**config.mk**
```make
export PLATFORM = sky130hd
export DESIGN_NAME = time_counter
export DESIGN_NICKNAME = d
export VERILOG_FILES = /design/src/rtl/time_counter.sv
export SDC_FILE = /design/constraint.sdc
export NUM_CORES = 1
export LEC_CHECK = 0
export ABC_AREA = 0
export CORE_UTILIZATION = 57
export DETAILED_ROUTE_END_ITERATION = 8
export PLACE_DENSITY_LB_ADDON = 0.05
export SLEW_MARGIN = 5
export SYNTH_ARGS = -nofsm -noshare
export SYNTH_HDL_FRONTEND = slang
export SYNTH_SLANG_ARGS = --single-unit
export TNS_END_PERCENT = 1
```
**constraint.sdc**
```tcl
create_clock -name clk -period 3.7 [get_ports clk]
set_input_delay 0.74 -clock clk [delete_from_list [all_inputs] [get_ports clk]]
set_output_delay 0.74 -clock clk [all_outputs]
set_load 0.01 [all_outputs]
```
**src/rtl/time_counter.sv**
```systemverilog
`default_nettype none
// ============================================================================
// Module      : time_counter
// Description : Free-running BCD time-of-day counter (HH:MM:SS, 00:00:00 to
//               23:59:59). It has an internal prescaler that produces a 1 Hz
//               advance, a setting-mode freeze (set_en) and a one-cycle load
//               port. The optional macro VALIDATE_EN rejects loads that
//               contain out-of-range fields and pulses load_err when it does.
// Revision    : 1.0 - initial release
// ============================================================================
module time_counter #(
    parameter int CLK_DIV = 50_000_000
) (
    input  logic       clk,
    input  logic       rst,
    input  logic       set_en,
    input  logic       set_load,
    input  logic [7:0] set_hh,
    input  logic [7:0] set_mm,
    input  logic [7:0] set_ss,
    output logic [7:0] cur_hh,
    output logic [7:0] cur_mm,
    output logic [7:0] cur_ss,
    output logic       sec_tick,
    output logic       day_wrap,
    output logic       load_err
);

    localparam int              c_PW       = (CLK_DIV > 1) ? $clog2(CLK_DIV) : 1;
    localparam logic [c_PW-1:0] c_PRES_MAX = c_PW'(CLK_DIV - 1);
    localparam logic [c_PW-1:0] c_PRES_ONE = c_PW'(1);

    // A field is legal when both nibbles are decimal and the value is <= its max.
    function automatic logic field_ok(input logic [7:0] v, input logic [7:0] maxv);
        return (v[7:4] <= 4'd9) && (v[3:0] <= 4'd9) && (v <= maxv);
    endfunction

    // One BCD step of a field, returned as {carry, next}. A field at its max,
    // or holding an illegal value, rolls over to 00 and carries.
    function automatic logic [8:0] bcd_step(input logic [7:0] v, input logic [7:0] maxv);
        if (!field_ok(v, maxv) || (v == maxv)) begin
            return {1'b1, 8'h00};
        end
        if (v[3:0] == 4'd9) begin
            return {1'b0, v[7:4] + 4'd1, 4'd0};
        end
        return {1'b0, v[7:4], v[3:0] + 4'd1};
    endfunction

    logic [c_PW-1:0] r_pres;
    logic [7:0]      r_hh;
    logic [7:0]      r_mm;
    logic [7:0]      r_ss;
    logic            r_tick;
    logic            r_day;

    logic [8:0]      w_ss_step;
    logic [8:0]      w_mm_step;
    logic [8:0]      w_hh_step;
    logic [7:0]      w_adv_mm;
    logic [7:0]      w_adv_hh;
    logic            w_adv_day;
    logic            w_pres_wrap;
    logic            w_load_ok;
    logic            w_accept;

    // The complete seconds/minutes/hours ripple is resolved combinationally, so
    // a carry chain such as 23:59:59 -> 00:00:00 settles on a single edge.
    always_comb begin
        w_ss_step = bcd_step(r_ss, 8'h59);
        w_mm_step = bcd_step(r_mm, 8'h59);
        w_hh_step = bcd_step(r_hh, 8'h23);
        w_adv_mm  = w_ss_step[8] ? w_mm_step[7:0] : r_mm;
        w_adv_hh  = (w_ss_step[8] && w_mm_step[8]) ? w_hh_step[7:0] : r_hh;
        w_adv_day = w_ss_step[8] && w_mm_step[8] && w_hh_step[8];
    end

    assign w_pres_wrap = !set_en && (r_pres == c_PRES_MAX);

`ifdef VALIDATE_EN
    assign w_load_ok = field_ok(set_hh, 8'h23) && field_ok(set_mm, 8'h59) &&
                       field_ok(set_ss, 8'h59);
`else
    assign w_load_ok = 1'b1;
`endif

    assign w_accept = set_load && w_load_ok;

    // Prescaler and time registers. An accepted load has priority over a
    // coincident wrap, and that advance is dropped. Setting mode holds the
    // prescaler at zero, so the first advance after release comes CLK_DIV
    // edges later.
    always_ff @(posedge clk or posedge rst) begin
        if (rst) begin
            r_pres <= '0;
            r_hh   <= 8'h00;
            r_mm   <= 8'h00;
            r_ss   <= 8'h00;
            r_tick <= 1'b0;
            r_day  <= 1'b0;
        end else begin
            r_tick <= 1'b0;
            r_day  <= 1'b0;
            if (w_accept) begin
                r_pres <= '0;
                r_hh   <= set_hh;
                r_mm   <= set_mm;
                r_ss   <= set_ss;
            end else if (set_en) begin
                r_pres <= '0;
            end else if (w_pres_wrap) begin
                r_pres <= '0;
                r_ss   <= w_ss_step[7:0];
                r_mm   <= w_adv_mm;
                r_hh   <= w_adv_hh;
                r_tick <= 1'b1;
                r_day  <= w_adv_day;
            end else begin
                r_pres <= r_pres + c_PRES_ONE;
            end
        end
    end

`ifdef VALIDATE_EN
    logic r_load_err;

    // A rejected load leaves time and prescaler untouched and only flags the error.
    always_ff @(posedge clk or posedge rst) begin
        if (rst) begin
            r_load_err <= 1'b0;
        end else begin
            r_load_err <= set_load && !w_load_ok;
        end
    end

    assign load_err = r_load_err;
`else
    assign load_err = 1'b0;
`endif

    assign cur_hh   = r_hh;
    assign cur_mm   = r_mm;
    assign cur_ss   = r_ss;
    assign sec_tick = r_tick;
    assign day_wrap = r_day;

endmodule
`default_nettype wire
```
## Word level (Yosys, flattened, before mapping)

Index checks and enable logic that the tools add are counted.
Widths: inputs -> output; s select.

| storage, ports and cells | value |
|---|---|
| input port bits | 28 |
| logic and storage cells | 102 |
| bits in registers | 52 |
| output and inout bits | 27 |

| cells by class | value |
|---|---|
| reductions and logical operators | 28 |
| muxes and demuxes | 41 |
| equality and inequality tests | 8 |
| $add $sub $neg | 7 |
| $lt $le $gt $ge | 9 |

Operators with widths:

| cell | count |
|---|---|
| $mux 9 | 12 |
| $mux 8 | 11 |
| $mux 26 | 3 |
| $add 26x1->26 const B | 1 |
| $eq 26x26->1 const B | 1 |
| $add 4x1->4 const B | 6 |
| $le 4x4->1 const B | 6 |
| $eq 8x7->1 const B | 2 |
| $le 8x7->1 const B | 2 |
| $mux 1 | 15 |
| $eq 4x4->1 const B | 3 |
| $logic_and 1x1->1 | 9 |
| $reduce_and 3->1 | 3 |
| $reduce_bool 3->1 | 3 |
| $eq 8x6->1 const B | 1 |
| $le 8x6->1 const B | 1 |
| $reduce_and 4->1 | 2 |
| $reduce_bool 2->1 | 3 |
| $logic_not 1->1 | 4 |
| $logic_or 1x1->1 | 3 |
| $ne 2x1->1 const B | 1 |
| $reduce_and 2->1 | 1 |

## Longest topological paths before layout

Gate-level depths: netlist (run 1).

| depth | value |
|---|---|
| depth in word-level cells | 14 |
| gate-level depth with buffers | 8 |
| mapped depth without buffers | 7 |

## Worst setup path before layout (run 1)

OpenSTA, ideal clock, no wires.

| timing | value |
|---|---|
| path kind | input -> register |
| start | input set_en |
| end | register r_hh[5], in the netlist cur_hh[5] |
| data required time | 3574 ps |
| stages on the path | 5 |
| buffers on the path | 0 |
| arrival | 2193 ps |
| setup time | 126 ps |
| slack | 1381 ps |
| path through | or4b_2 nor4_1 nand4_1 and2_1 o32a_1 |

| on the way | value |
|---|---|
| cells in the longest elaborated chain, start to end | 4 |
| elaborated cells on any way between the ends | 5 |
| those cells by class | eq/ne: 1; reduce/logical: 4 |

RTL lines:

| item | line | text |
|---|---|---|
| start: declaration | 16 | `input logic set_en,` |
| $logic_not 1->1 | 78 | `assign w_pres_wrap = !set_en && (r_pres == c_PRES_MAX);` |
| $logic_and 1x1->1 | 78 |  |
| $reduce_bool 2->1 (no line) | - |  |
| $reduce_and 4->1 (no line) * | - |  |
| end signal: assignment | 106 | `r_hh <= set_hh;` |
| end signal: assignment | 115 | `r_hh <= w_adv_hh;` |
| end: declaration | 51 | `logic [7:0] r_hh;` |

Mark *: on every way between the ends. The rest lies on a longest branch, timed or not.
A chain may end at the register's enable or synchronous reset.

## Worst setup path in the final report (run 1)

Same ends and word-level chain as after synthesis.

==> results of run 1 <==
==> state kept, by name, summed over array words and instances (netlist names) <==
name      flops
cur_hh        8
cur_mm        8
cur_ss        8
day_wrap      1
r_pres       26
sec_tick      1
==> worst max-delay path by stage <==
stage,startpoint,to,slack [ns]
floorplan,set_en,cur_hh[5],1.38
global placement,set_en,cur_hh[5],0.77
detailed placement,set_en,cur_hh[1],0.66
CTS,set_en,cur_hh[1],0.99
global route,set_en,cur_hh[0],0.82
finish,set_en,cur_hh[5],0.98
==> power by group through the flow <==
stage / clock network, mW / registers, mW / logic (mW)
3_3_place_gp: 0 / 0.664 / 0.277
5_1_grt: 0.352 / 0.661 / 0.314
6_report: 0.324 / 0.653 / 0.282
4_1_cts: 0.331 / 0.653 / 0.283
3_5_place_dp: 0 / 0.665 / 0.281
2_1_floorplan: 0 / 0.668 / 0.138
==> routing by layer <==
metal  vias to the layer above  wire length, µm  GRT usage, %
li1                       1299                -             -
met1                      1271             3120          35.0
met2                        71             3430          45.8
met3                         7              331          4.02
met4                         0               83          7.34
met5                         -                0             0
==> cells in the final DEF (no fill, tap or decap), types with 10 or more instances in the layout <==
| cell | netlist | final |
|---|---|---|
| clkdlybuf4s50_1 | 0 | 53 |
| dfrtp_1 | 52 | 52 |
| nor2_1 | 41 | 41 |
| nand2_1 | 31 | 31 |
| nand3_1 | 19 | 19 |
| inv_1 | 17 | 16 |
| xnor2_1 | 16 | 16 |
| o21ai_0 | 14 | 14 |
| a21oi_1 | 14 | 14 |
| nor3_1 | 13 | 13 |
| ha_1 | 10 | 10 |
==> Yosys cell counts (2+ instances only) <==
cell type | n | area [µm²]
dfrtp_1 | 52 | 1300
nor2_1 | 41 | 154
nand2_1 | 31 | 116
nand3_1 | 19 | 95.1
inv_1 | 17 | 63.8
xnor2_1 | 16 | 140
a21oi_1 | 14 | 70.1
o21ai_0 | 14 | 70.1
nor3_1 | 13 | 65.1
ha_1 | 10 | 125
xor2_1 | 8 | 70.1
nor4_1 | 7 | 43.8
nand4_1 | 6 | 37.5
o31ai_1 | 5 | 37.5
or4_1 | 5 | 37.5
clkbuf_1 | 4 | 15.0
o211ai_1 | 4 | 30.0
a2bb2oi_1 | 3 | 26.3
and3_1 | 3 | 18.8
buf_2 | 3 | 15.0
nor4b_1 | 3 | 26.3
o31a_1 | 3 | 26.3
a221o_1 | 2 | 20.0
a221oi_1 | 2 | 17.5
a22o_1 | 2 | 17.5
a31oi_1 | 2 | 12.5
and2_1 | 2 | 12.5
and4_1 | 2 | 17.5
buf_4 | 2 | 15.0
mux2i_1 | 2 | 20.0
nand2b_1 | 2 | 12.5
nand4b_1 | 2 | 17.5
nor3b_1 | 2 | 15.0
nor4_4 | 2 | 42.5
o22ai_1 | 2 | 12.5
or3b_2 | 2 | 17.5
==> layout make-up <==
cell class | instances | area [µm²] | area share [%]
clock inverters | 3 | 18.8 | 0.506
well taps | 70 | 87.6 | 2.36
inverters | 17 | 63.8 | 1.72
multi-input cells | 251 | 1610 | 43.4
flip-flops and latches | 52 | 1300 | 35.1
clock buffers | 5 | 68.8 | 1.85
repair buffers | 57 | 561 | 15.1
==> stage by stage <==
step           instance area, µm²  setup WS (ns)
6_report                     3710          0.980
5_1_grt                      3710          0.821
4_1_cts                      3710          0.992
3_5_place_dp                 3620          0.664
3_3_place_gp                 3620          0.766
2_1_floorplan                3020           1.38
==> cell families (layout without fill, tap and decap cells) <==
family                     after synthesis  count (layout)  share of synthesized area, %
DFF                                     52              52                          43.0
adders and majority gates               10              10                          4.14
AOI/OAI and AO/OA                       62              62                          13.8
other                                    1               1                         0.124
buffers and inverters                   27              82                          3.72
muxes                                    2               2                         0.662
xor gates and xnor gates                24              24                          6.95
and+or+nand+nor                        152             152                          27.6
==> results.yml, run 1 <==
worst_setup_path:
  slowest_stage: "or4b_2"
  rr_worst_depth: 5
  cp_top_family: "simple AND/OR/NAND/NOR gates"
  cpPeakStageDelay_ns: 0.62
  worstSetupStartpointType: "input port"
  criticalPathCategory: "input port to register"
  critical_path_required_ns: 3.90
  r2r_start: "r_pres[7]"
  crit_buf_inv: 1
  critPathCaptureType: "register"
  cp.arrival_ns: 2.92
  cp.depth: 6
  worstPathCellList: "clkdlybuf4s50_1 > or4b_2 > nor4_1 > nand4_1 > and2_1 > o32a_1"
  reg2reg_to: "cur_hh[5]"
  crit_fanout: 5
  reg2reg_slack_ns: 1.40
synthesis:
  synth_edf_count: 0
  syn_area_mm2: 0.00302
  syn-num-nets: 368
  synth_cell_types: 57
  ys_async_sr_fraction_pct: 100
  synth-seq-cells: 52
  ys.flop_type: "dfrtp_1"
  yosysSeqAreaShare_pct: 43.0
  yosysWarnings: 0
  synth_cells: 330
  syn_avg_cell_area_um2: 9.16
timing:
  fin_worst_skew_ns: 0.00470
  period_needed_ns: 2.72
  rsz0062_at_grt: "false"
  finalSetupTns_ns: 0
  post-route-period-util_pct: 73.5
  setup_viol: 0
  hold_viol_final: 0
  maxSlewHeadroom_pct: 27.3
  whs_ns: 0.460
  slew_violations: 0
  worst_pin_slew_ns: 1.09
  fmax_ghz: 0.368
place:
  gp_congestion: 0.831
  hpwl_um: 5030
  dp.cells: 447
  place.port_buffers: 53
clock_network:
  clock_path_buffers: 2
  post_cts_buffers: 0
  cts_resized: 0
  hold_buffers: 0
  cts_root_buf: "clkbuf_8"
  cts_made_buffers: 5
  cts_tree: "built"
  clock_sinks: 52
  clk_pin_slew_ns: 0.10
  htreeDepth: 2
  clk_latency_ns: 0.31
routing:
  postRouteAntennaNets: 0
  drcViolationCount: 0
  wire_per_inst_um: 15.3
  drt_iter0_markers: 199
  dr.pass1.iters: 4
  routed_wl_um: 6970
  num_vias: 2648
  drt-vias-per-instance: 5.82
status:
  run_status: "complete, no violations"
cells_and_area:
  drive_gt1_share_pct: 6.23
  nets: 422
  diodes: 0
  n_fill_cell: 410
  utilization_pct: 72.6
  layoutNonFillerInstCount: 455
  area_delta_synth_final_pct: 22.7
die:
  die_w_um: 74.8
  coreArea_mm2: 0.00511
  die_area_mm2: 0.00560
  io_pins: 55
  rows: 26
  initial_core_util_pct: 59.2
  dieHeight_um: 74.8
pwr:
  p_sw_uw: 380
  p_leak_nw: 1.50
  power_density_mw_per_mm2: 340
  pwr-share-seq_pct: 51.9
  pwr-share-comb_pct: 22.4
  p_total_mw: 1.26
  p_int_uw: 880
  pwr-share-clk_pct: 25.7
  peakVddDrop_mv: 0.267
  p_sw_share_pct: 30.2
global_routing:
  grt_pass1_wl_um: 11300
  grt_usage_pct: 26.6
  antenna_found_initial: 0
  grt_pass1_vias: 2483
  grt-ovfl-total: 0
  grt_max_degree: 53
min_path:
  hp-start: "r_pres[0]"
  whs_path_depth: 1
  hp-class: "register to register"
  min_to: "r_pres[0]"
flow_run:
  cap_violations: 0
No activity file was read; power rests on OpenSTA's default activity.
==> run 2: changes to the inputs <==
CORE_UTILIZATION = 48   (was 57)
clock period = 2.2 ns   (was 3.7 ns; I/O delays follow)
==> run 2 against run 1 <==
Net effect: setup slack worse by 0.90 ns; first-iteration DRC count is 38% lower; sequential power rose by 64%; largest power group unchanged.
==> results.yml, run 2 (synthesis gave the netlist of run 1 again) <==
timing:
  fmax_ghz: 0.471
  maxSlewHeadroom_pct: 60.7
  worst_slack_ns: 0.0785
  setup_viol: 0
  hold_viol_final: 0
  slew_violations: 0
  finalSetupTns_ns: 0
  worst_pin_slew_ns: 0.588
  fin_worst_skew_ns: 0.00765
  period_needed_ns: 2.12
  post-route-period-util_pct: 96.4
  whs_ns: 0.470
  rsz0062_at_grt: "true"
clock_network:
  cts_made_buffers: 5
  htreeDepth: 2
  clk_latency_ns: 0.30
  clk_pin_slew_ns: 0.10
  cts_root_buf: "clkbuf_8"
  hold_buffers: 0
  cts_tree: "built"
  clock_sinks: 52
  clock_path_buffers: 2
cells_and_area:
  largest_reg_flops: 26
  area_delta_synth_final_pct: 36.7
  mostFrequentLayoutCells: "dfrtp_1 (52), clkdlybuf4s50_1 (52), nor2_1 (40)"
  drive_gt1_share_pct: 17.0
  nets: 460
  n_fill_cell: 476
  utilization_pct: 69.0
  diodes: 0
  top_register: "r_pres"
routing:
  drt-vias-per-instance: 5.53
  routed_wl_um: 7410
  postRouteAntennaNets: 0
  num_vias: 2752
  wire_per_inst_um: 14.9
  drt_iter0_markers: 123
  drcViolationCount: 0
  dr.pass1.iters: 6
flow_run:
  cap_violations: 0
min_path:
  whs_path_depth: 1
  hp-start: "r_pres[0]"
  hp-class: "register to register"
  min_to: "r_pres[0]"
die:
  die_w_um: 81.4
  dieHeight_um: 81.4
  coreArea_mm2: 0.00599
  io_pins: 55
  rows: 28
  initial_core_util_pct: 50.5
  die_area_mm2: 0.00662
worst_setup_path:
  reg2reg_slack_ns: 0.08
  worstSetupStartpointType: "register"
  reg2reg_to: "cur_mm[0]"
  rr_worst_depth: 6
  critical_path_required_ns: 2.39
  critPathCaptureType: "register"
  r2r_start: "r_pres[7]"
  crit_fanout: 4
  cp.arrival_ns: 2.31
  criticalPathCategory: "register to register"
place:
  hpwl_um: 5540
  gp_congestion: 0.887
  place.port_buffers: 53
  dp_slack_ns: -0.437
global_routing:
  grt_max_degree: 29
  grt_pass1_wl_um: 12000
  grt_pass1_vias: 2556
  antenna_found_initial: 0
  grt_usage_pct: 23.5
  grt-ovfl-total: 0
pwr:
  peakVddDrop_mv: 0.517
  p_total_mw: 2.25
  p_leak_nw: 1.72
  power_density_mw_per_mm2: 544
status:
  run_status: "complete, no violations"
==> run 2: worst max-delay path, stage by stage (launching register included) <==
cell and delay [ns]:
dfrtp_1 0.40, or4b_4 0.57, nor4_4 0.36, buf_4 0.17
a21o_2 0.15, nand2_4 0.06, a221o_1 0.30
==> run 2: repair_timing <==
action / CTS / global route
endpoints found under the setup margin: 14 / 12
pin swaps: 4 / 7
gates resized for setup: 5 / 10
buffers inserted: 0 / 2
==> run 2: through the flow <==
stage	instance area [µm²]	cells
2_1_floorplan	3020	330
3_3_place_gp	3950	488
3_5_place_dp	3950	488
4_1_cts	4060	496
5_1_grt	4130	498
6_report	4130	498
==> run 2: power breakdown <==
part	total, mW	internal (mW)	switching [mW]	leakage [nW]
registers	1.07	1.01	0.0569	0.683
logic	0.607	0.315	0.292	0.992
clock network	0.572	0.255	0.317	0.0434
total	2.25	1.58	0.666	1.72
==> run 2: worst max-delay path by stage <==
stage	start	endpoint	slack, ns
floorplan	r_pres[16]	cur_ss[1]	0.13
global placement	set_en	cur_hh[5]	-0.37
detailed placement	set_en	cur_hh[5]	-0.44
CTS	cur_ss[2]	cur_mm[5]	0.04
global route	r_pres[7]	cur_mm[0]	-0.02
finish	r_pres[7]	cur_mm[0]	0.08
==> run 2: final cells by class <==
type                            instances  area [µm²]  area share [%]
Clock buffer                            6        82.6            2.00
Clock inverter                          2        15.0           0.363
Inverter                               17        63.8            1.54
Multi-Input combinational cell        251        1680            40.7
Sequential cell                        52        1300            31.5
Tap cell                               75        93.8            2.27
Timing Repair Buffer                   95         895            21.7
==> run 2: layer usage <==
layer	GRT usage, %	part of all wire [%]	vias up
li1	-	-	1371
met1	32.4	47	1324
met2	39.1	48	51
met3	4.04	3.7	6
met4	4.29	0.72	0
met5	0	0	-
==> run 3: changes to the inputs <==
REMOVE_ABC_BUFFERS = 1   (was unset)
==> run 3 against run 2 <==
Net effect: worst hold slack got worse by 0.0018 ns; highest routed layer unchanged; cell area increased by 0.39%; sequential cell count unchanged; cell count decreased by 0.60%; critical path type unchanged; first-iteration DRC count increased by 35%; core utilization increased by 0.27 points; setup slack got worse by 0.014 ns; via count increased by 1.7%; sequential share of layout area decreased by 0.12 points; clock power increased by 23%.
==> results.yml, run 3 (synthesis gave the netlist of run 1 again) <==
routing:
  postRouteAntennaNets: 0
  wl_met2_um: 3800
  drcViolationCount: 0
  wl_met3_um: 283
  dr.pass1.iters: 4
  wire_per_inst_um: 15.1
  routed_wl_um: 7490
  dr.max_layer_used: "met4"
  drt_iter0_markers: 166
  wl_met1_um: 3320
  drt-vias-per-instance: 5.65
  num_vias: 2799
timing:
  fmax_ghz: 0.468
  whs_ns: 0.468
  finalSetupTns_ns: 0
  rsz0062_at_grt: "true"
  slew_violations: 0
  hold_viol_final: 0
  fin_worst_skew_ns: 0.0142
  post-route-period-util_pct: 97.1
  maxSlewHeadroom_pct: 66.6
  setup_viol: 0
  period_needed_ns: 2.14
  worst_pin_slew_ns: 0.496
  worst_slack_ns: 0.0648
worst_setup_path:
  worstSetupStartpointType: "register"
  crit_fanout: 8
  worstPathCellList: "or4_4 > nor4_4 > buf_4 > a31oi_1 > buf_4 > a221o_1"
  slowest_stage: "or4_4"
  critical_path_required_ns: 2.41
  cpPeakStageDelay_ns: 0.56
  crit_buf_inv: 2
  rr_worst_depth: 6
  cp_top_family: "simple AND/OR/NAND/NOR gates"
  cp.depth: 6
  cp.arrival_ns: 2.34
  critPathCaptureType: "register"
  criticalPathCategory: "register to register"
  cpMostUsedCell: "buf_4"
clock_network:
  cts_made_buffers: 5
  cts_root_buf: "clkbuf_8"
  cts_tree: "built"
  clock_sinks: 52
  clk_pin_slew_ns: 0.10
  htreeDepth: 2
  clock_path_buffers: 2
  clk_latency_ns: 0.31
  hold_buffers: 0
place:
  hpwl_um: 5280
  dp_slack_ns: -0.467
  gp_congestion: 0.809
  place.port_buffers: 53
pwr:
  pwr-share-comb_pct: 25.0
  pwr-share-clk_pct: 29.7
  p_sw_share_pct: 28.5
  p_total_mw: 2.36
  pwr-share-seq_pct: 45.4
  p_leak_nw: 1.73
  p_int_mw: 1.69
  power_density_mw_per_mm2: 570
  peakVddDrop_mv: 0.364
  p_sw_uw: 673
global_routing:
  grt_usage_pct: 24.5
  grt-ovfl-total: 0
  grt_max_degree: 53
  grt_pass1_wl_um: 12400
  grt_pass1_vias: 2737
  antenna_found_initial: 0
cells_and_area:
  largest_reg_flops: 26
  diodes: 0
  utilization_pct: 69.2
  mostFrequentLayoutCells: "dfrtp_1 (52), clkdlybuf4s50_1 (52), nor2_1 (40)"
  nets: 457
  area_delta_synth_final_pct: 37.2
  n_fill_cell: 476
  multi_input_area_mm2: 0.00168
  top_register: "r_pres"
  seq_area_mm2: 0.00130
  drive_gt1_share_pct: 16.4
die:
  coreArea_mm2: 0.00599
  initial_core_util_pct: 50.5
  dieHeight_um: 81.4
  die_w_um: 81.4
  rows: 28
  io_pins: 55
  die_area_mm2: 0.00662
flow_run:
  cap_violations: 0
min_path:
  whs_path_depth: 1
  hp-class: "register to register"
status:
  run_status: "complete, no violations"
==> run 3: changes by cell type in the layout (fill, tap and decap cells not counted), moves of 2 or more <==
cell        previous run  this run
buf_4                 38        32
a221oi_2               0         2
nor4_2                 3         1
buf_6                  0         3
clkinvlp_4             2         0
a221oi_1               2         0
==> run 3: worst reg2reg max path, delay by kind of cell, from the launching register on <==
| family | cells | cell delay, ns |
|---|---|---|
| compound gates | 2 | 0.36 |
| buf+inv | 2 | 0.36 |
| simple gates | 2 | 0.92 |
| flops | 1 | 0.41 |
==> run 3: worst paths after layout <==
| path | slack, ns | start | endpoint |
|---|---|---|---|
| worst max register to register | 0.06 | r_pres[9] | cur_ss[3] |
| worst min-delay path | 0.47 | r_pres[0] | r_pres[0] |
| worst min register to register | 0.47 | r_pres[0] | r_pres[0] |
| min in group asynchronous | 0.50 | rst | r_pres[10] |
| max in group asynchronous | 1.46 | rst | r_pres[24] |
| worst max-delay path | 0.06 | r_pres[9] | cur_ss[3] |
==> run 3: final cells by class <==
class | instances | area share [%]
Timing Repair Buffer | 92 | 21.3
Tap cell | 75 | 2.26
Clock inverter | 2 | 0.935
Inverter | 17 | 1.54
Sequential cell | 52 | 31.4
Multi-Input combinational cell | 251 | 40.6
Clock buffer | 6 | 1.99
==> run 3: stage by stage <==
| stage | instance area [µm²] | cells |
|---|---|---|
| 4_1_cts | 4090 | 495 |
| 5_1_grt | 4150 | 495 |
| 6_report | 4150 | 495 |
| 3_5_place_dp | 3920 | 484 |
| 3_3_place_gp | 3920 | 484 |
| 2_1_floorplan | 2970 | 320 |
==> run 3: metal layers <==
| layer | vias to the layer above | track usage, % |
|---|---|---|
| met5 | - | 0 |
| met4 | 0 | 7.50 |
| met3 | 6 | 3.71 |
| met2 | 56 | 43.6 |
| met1 | 1367 | 30.2 |
| li1 | 1370 | - |
==> run 3: power by group through the flow <==
| stage | Sequential, mW | Clock [mW] | Combinational [mW] |
|---|---|---|---|
| global placement | 1.09 | 0 | 0.561 |
| floorplan | 1.13 | 0 | 0.217 |
| finish | 1.07 | 0.701 | 0.591 |
| detailed placement | 1.09 | 0 | 0.569 |
| CTS | 1.07 | 0.722 | 0.576 |
| global route | 1.08 | 0.765 | 0.650 |
==> run 3: timing repair <==
item | 4_1_cts | 5_1_grt
pin swaps | 4 | 3
gates resized for setup | 7 | 12
setup endpoints to repair | 14 | 40
buffers inserted | 3 | 0
